## src/rtl/pipe_pkg.sv

```systemverilog
// Shared definitions for the two-lane pipe serializer: default word width,
// serializer FSM states and the pass-through codes flagged on the output.
package pipe_pkg;

  localparam int DATA_W_DEF = 16;

  localparam logic [15:0] PT_ZERO = 16'h0000;
  localparam logic [15:0] PT_ONES = 16'hFFFF;

  typedef enum logic [1:0] {
    IDLE  = 2'd0,
    LANE0 = 2'd1,
    LANE1 = 2'd2
  } state_t;

endpackage

```

## src/rtl/pipe_pair_fifo.sv

```systemverilog
// Circular FIFO of sample pairs with occupancy count. DEPTH must be a power
// of two so the pointers wrap by natural binary overflow.
module pipe_pair_fifo #(
  parameter int DEPTH = 4,
  parameter int WIDTH = 32
) (
  input  logic                           clk,
  input  logic                           rst_n,
  input  logic                           push_i,
  input  logic [WIDTH-1:0]               wdata_i,
  input  logic                           pop_i,
  output logic [WIDTH-1:0]               rdata_o,
  output logic                           full_o,
  output logic                           empty_o,
  output logic [$clog2(DEPTH+1)-1:0]     level_o
);

  localparam int PTR_W = $clog2(DEPTH);
  localparam int LVL_W = $clog2(DEPTH + 1);

  logic [WIDTH-1:0] mem_q [DEPTH];
  logic [PTR_W-1:0] wr_ptr_q, wr_ptr_d;
  logic [PTR_W-1:0] rd_ptr_q, rd_ptr_d;
  logic [LVL_W-1:0] level_q, level_d;

  // NOTE: the storage array is deliberately not reset; level_q alone decides
  // which entries are meaningful, so clearing the array would buy nothing.
  always_ff @(posedge clk) begin
    if (push_i) mem_q[wr_ptr_q] <= wdata_i;
  end

  // NOTE: every signal written here gets a default first, so no path leaves
  // it unassigned and no latch is inferred.
  always_comb begin
    wr_ptr_d = wr_ptr_q;
    rd_ptr_d = rd_ptr_q;
    level_d  = level_q;
    if (push_i) wr_ptr_d = wr_ptr_q + PTR_W'(1);
    if (pop_i)  rd_ptr_d = rd_ptr_q + PTR_W'(1);
    if (push_i && !pop_i)      level_d = level_q + LVL_W'(1);
    else if (!push_i && pop_i) level_d = level_q - LVL_W'(1);
  end

  // NOTE: state registers use non-blocking assignments so every flop samples
  // the pre-edge values regardless of block ordering.
  always_ff @(posedge clk or negedge rst_n) begin
    if (!rst_n) begin
      wr_ptr_q <= '0;
      rd_ptr_q <= '0;
      level_q  <= '0;
    end else begin
      wr_ptr_q <= wr_ptr_d;
      rd_ptr_q <= rd_ptr_d;
      level_q  <= level_d;
    end
  end

  assign rdata_o = mem_q[rd_ptr_q];
  assign full_o  = (level_q == LVL_W'(DEPTH));
  assign empty_o = (level_q == '0);
  assign level_o = level_q;

endmodule

```

## src/rtl/pipe_serializer.sv

```systemverilog
// Serializes corrected two-lane sample pairs into a single word stream
// (lane 0 then lane 1) with FIFO buffering and a sticky drop flag.
module pipe_serializer
  import pipe_pkg::*;
#(
  parameter int DEPTH  = 4,
  parameter int DATA_W = DATA_W_DEF
) (
  input  logic                          clk,
  input  logic                          rst_n,
  input  logic                          i_valid,
  input  logic [DATA_W-1:0]             i_data0,
  input  logic [DATA_W-1:0]             i_data1,
  output logic [DATA_W-1:0]             o_data,
  output logic                          o_valid,
  input  logic                          i_ready,
  output logic                          o_lane,
  output logic                          o_sat,
  output logic [$clog2(DEPTH+1)-1:0]    o_level,
  output logic                          o_ovf,
  input  logic                          i_ovf_clr
);

  localparam int LVL_W = $clog2(DEPTH + 1);

  state_t              state_q, state_d;
  logic                ovf_q, ovf_d;
  logic [2*DATA_W-1:0] head;
  logic                full, empty;
  logic [LVL_W-1:0]    level;
  logic                xfer, pop, push, drop;

  assign xfer = o_valid && i_ready;
  assign pop  = xfer && (state_q == LANE1);
  // A full FIFO can still take a pair when the head pair leaves on this edge.
  assign push = i_valid && (!full || pop);
  assign drop = i_valid && !push;

  pipe_pair_fifo #(
    .DEPTH (DEPTH),
    .WIDTH (2 * DATA_W)
  ) u_fifo (
    .clk     (clk),
    .rst_n   (rst_n),
    .push_i  (push),
    .wdata_i ({i_data1, i_data0}),
    .pop_i   (pop),
    .rdata_o (head),
    .full_o  (full),
    .empty_o (empty),
    .level_o (level)
  );

  always_comb begin
    state_d = state_q;
    unique case (state_q)
      IDLE:  if (!empty || push) state_d = LANE0;
      LANE0: if (xfer) state_d = LANE1;
      LANE1: if (xfer) state_d = (push || level > LVL_W'(1)) ? LANE0 : IDLE;
      default: state_d = IDLE;
    endcase
  end

  always_comb begin
    o_valid = 1'b0;
    o_lane  = 1'b0;
    o_data  = '0;
    unique case (state_q)
      LANE0: begin
        o_valid = 1'b1;
        o_data  = head[DATA_W-1:0];
      end
      LANE1: begin
        o_valid = 1'b1;
        o_lane  = 1'b1;
        o_data  = head[2*DATA_W-1:DATA_W];
      end
      default: ;
    endcase
  end

  assign o_sat = o_valid &&
                 ((o_data == DATA_W'(PT_ZERO)) || (o_data == DATA_W'(PT_ONES)));

  // A drop on the same edge as a clear must leave the flag set.
  assign ovf_d = drop ? 1'b1 : (i_ovf_clr ? 1'b0 : ovf_q);

  always_ff @(posedge clk or negedge rst_n) begin
    if (!rst_n) begin
      state_q <= IDLE;
      ovf_q   <= 1'b0;
    end else begin
      state_q <= state_d;
      ovf_q   <= ovf_d;
    end
  end

  assign o_level = level;
  assign o_ovf   = ovf_q;

endmodule

```

## config.mk

```make
export PLATFORM = sky130hd
export DESIGN_NAME = pipe_serializer
export DESIGN_NICKNAME = d
export VERILOG_FILES = /design/src/rtl/pipe_pkg.sv /design/src/rtl/pipe_pair_fifo.sv /design/src/rtl/pipe_serializer.sv
export SDC_FILE = /design/constraint.sdc
export NUM_CORES = 1
export LEC_CHECK = 0
export ABC_CLOCK_PERIOD_IN_PS = 3300
export CORE_ASPECT_RATIO = 0.9
export CORE_MARGIN = 2
export CORE_UTILIZATION = 45
export DETAILED_ROUTE_END_ITERATION = 6
export GPL_TIMING_DRIVEN = 1
export PLACE_DENSITY = 0.74
export SKIP_CTS_REPAIR_TIMING = 1
export SLEW_MARGIN = 5
export SYNTH_ARGS = -nofsm -noshare
export SYNTH_HDL_FRONTEND = slang
export SYNTH_HIERARCHICAL = 1
export SYNTH_SLANG_ARGS = --single-unit
```

## constraint.sdc

```tcl
create_clock -name clk -period 3.3 [get_ports clk]
set_input_delay 0.33 -clock clk [delete_from_list [all_inputs] [get_ports clk]]
set_output_delay 0.33 -clock clk [all_outputs]
set_load 0.02 [all_outputs]
```

==> run_results.csv <==
group,metric,value,unit
critical_path,max_stage_delay,0.53,ns
critical_path,r2r_cells,11,
synth,ys_types,38,
route,firstDrtPassIters,5,
grt,globalRoute.totalOverflow,0,
synth,synthFlopType,"edfxtp_1",
synth,synth_area_per_cell,18.6,um2
final_layout,final_common_cell,"edfxtp_1",
critical_path,r2r_end,"u_fifo/level_o[2]$_DFFE_PN0P_",
final_layout,num_antenna_cells,0,
power,leakage,2.48,nW
route,via_per_inst,5.74,
power,pwr_density_cell,999,nW/um2
critical_path,path_class,"flip-flop to output port",
synth,syn_area,5870,um2
place,dp.cells,544,
critical_path,cp-end-kind,"output port",
synth,async_flop_share,7.25,%
timing,clock_skew,0.0102,ns
synth,synth-compound-area-share,5.22,%
critical_path,crit_end,"o_sat",
floorplanning,die_area,14000,um2
final_layout,syn2layout_area_growth,25.8,%
clock_network,clock-sinks,138,
floorplanning,coreArea,12700,um2
route,via_count,3329,
synth,seq_area_frac_synth,69.7,%
clock_network,cts_root_buf,"clkbuf_16",
route,drc_errors,0,
place,gp_congestion,0.866,
grt,grt_pass1_vias,3485,
critical_path,path_common_cell,"nor4_2",
timing,period_share,95.0,%
final_layout,instances_no_fill,580,
final_layout,fin_util,58.0,%
clock_network,clkLatencyLatePin,0.42,ns
place,portBuffers,59,
timing,post-route-min-period,3.14,ns
route,wire_per_inst,21.5,um
floorplanning,row_count,39,
timing,relSlewSlack,64.6,%
synth,syn-num-nets,363,
clock_network,clk_pin_slew,0.06,ns
final_layout,n_fill_cell,939,
floorplanning,pin_count,60,
grt,grt_max_degree,33,
route,drt_wl_total,12.5,mm
timing,setup_viol_count_final,0,
power,finalPower,7.38,mW
critical_path,worstPathRequired,2.97,ns
timing,tightestPinTransition,0.532,ns
grt,grt_pass1_wl,19.2,mm
run,cap_violations,0,
synth,synth_xor_area_share,0.895,%
critical_path,critical-path-slowest-cell,"mux4_2",
synth,syn_inst,315,
critical_path,crit_arrival,2.81,ns
timing,slew_violations,0,
clock_network,cts_tree,"built",
floorplanning,die_x,124,um
synth,synth_fa_ha_area_share,2.47,%
floorplanning,start_util,46.1,%
grt,track_usage,18.6,%
synth,yosys_warnings,6,
clock_network,clock_path_buffers,2,
synth,synth-simple-area-share,5.71,%
power,vdd_drop_max,0.537,mV
final_layout,mostFrequentLayoutCells,"edfxtp_1, clkdlybuf4s50_1, mux4_2",
hold_path,min_path_type,"primary input to asynchronous set/reset pin",
grt,antenna_found_initial,0,
timing,finalSetupTns,0,ns
place,dp_hpwl,7.76,mm
synth,synthMuxAreaShare,13.1,%
timing,whs,0.240,ns
critical_path,rr_startpoint,"state_q[0]$_DFFE_PN0P_",
synth,synth_top_family_by_area,"multiplexers",
run_status,status,"finished, final reports clean",
clock_network,cts_htree_levels,4,
final_layout,nets,451,
critical_path,critPathLaunchType,"flip-flop",
critical_path,r2r_slack,0.57,ns
timing,max_freq,0.319,GHz
critical_path,crit_start,"u_fifo/rd_ptr_q[0]$_DFFE_PN0P_",
final_layout,drive_above_1_share,22.8,%
timing,hold_viol_final,0,
synth,synth.ff_latch_count,138,
synth,synth_edf_count,128,
clock_network,cts_made_buffers,17,
route,final_antenna_net_count,0,
critical_path,crit_chain,"buf_12 > mux4_2 > nor4_2 > buf_4 > nand2_1 > a22o_1 > nor4_2 > o21a_1 > clkbuf_2",
timing,rsz0062_at_grt,"false",
critical_path,cp_max_fo,12,
route,drt_iter0_markers,326,
floorplanning,dieHeight,112,um
## cell type report
class / instances / area (um2) / area share [%]
clock buffer: 18 / 429 / 5.81
multi-input combinational: 153 / 1620 / 21.9
sequential: 138 / 4100 / 55.4
clock inverter: 14 / 196 / 2.66
inverter: 9 / 33.8 / 0.457
timing repair buffer: 84 / 811 / 11.0
tap: 164 / 205 / 2.78
## synth_stat cells, types with 3 or more instances
| library cell | count | share of area (%) |
|---|---|---|
| inv_1 | 9 | 0.58 |
| buf_2 | 7 | 0.60 |
| a22oi_1 | 21 | 2.7 |
| nand3_1 | 16 | 1.4 |
| buf_12 | 3 | 1.0 |
| buf_6 | 3 | 0.58 |
| o21ai_0 | 3 | 0.26 |
| nor3_1 | 3 | 0.26 |
| nor4_1 | 4 | 0.43 |
| mux4_1 | 4 | 1.8 |
| nor2b_1 | 16 | 1.7 |
| mux2_2 | 3 | 0.58 |
| dfrtp_1 | 10 | 4.3 |
| ha_1 | 10 | 2.1 |
| mux4_2 | 28 | 11 |
| nand2_1 | 10 | 0.64 |
| xor2_1 | 4 | 0.60 |
| and2_1 | 4 | 0.43 |
| edfxtp_1 | 128 | 65 |
| o211ai_1 | 7 | 0.89 |
## worst min-delay path by stage
stage,start,to,slack [ns],cells past startpoint
floorplan,rst_n,o_ovf$_DFFE_PN0P_,0.03,0
global placement,u_fifo/level_o[2]$_DFFE_PN0P_,u_fifo/level_o[2]$_DFFE_PN0P_,0.52,1
detailed placement,o_ovf$_DFFE_PN0P_,o_ovf$_DFFE_PN0P_,0.54,2
finish,rst_n,u_fifo/rd_ptr_q[1]$_DFFE_PN0P_,0.24,1
CTS,rst_n,u_fifo/rd_ptr_q[1]$_DFFE_PN0P_,0.25,1
global route,rst_n,u_fifo/wr_ptr_q[1]$_DFFE_PN0P_,0.27,1
## report_power, final
| part | switching, mW | internal (mW) | total, mW |
|---|---|---|---|
| sequential | 0.142 | 2.33 | 2.47 |
| clock | 0.725 | 1.27 | 1.99 |
| combinational | 1.58 | 1.34 | 2.92 |
| total | 2.45 | 4.94 | 7.38 |
## routing by layer
layer	global-route usage (%)	routed length, um
met2	29.3	6100
met4	7.34	189
met3	5.29	724
met5	0	0
met1	24.7	5440
## worst max-delay path: cells and delay by family (launching register included)
family / cells / cell delay [ns]
compound gates: 2 / 0.40
buf+inv: 3 / 0.49
flops: 1 / 0.41
mux: 1 / 0.53
simple gates: 3 / 0.55
## state kept, by name (all words and copies together) (netlist names)
| name | flops |
|---|---|
| u_fifo/mem_q | 128 |
| u_fifo/level_o | 3 |
| state_q | 2 |
| u_fifo/rd_ptr_q | 2 |
| u_fifo/wr_ptr_q | 2 |
| o_ovf | 1 |
## stage by stage
stage | setup WS [ns] | instance area (um2)
floorplan | 0.443 | 5870
global placement | 0.0940 | 6730
detailed placement | 0.0844 | 6730
CTS | -0.383 | 7350
global route | 0.00739 | 7390
finish | 0.163 | 7390
## logic make-up (layout without fill, tap and decap cells)
family / after synthesis / after routing
AND/OR/NAND/NOR: 61 / 61
adder cells (fa/ha/maj): 11 / 11
flip-flops: 138 / 138
XOR/XNOR: 6 / 6
buffers and inverters: 24 / 125
AO/OA/AOI/OAI: 40 / 40
multiplexers: 35 / 35
(Power assumes the default switching activity.)
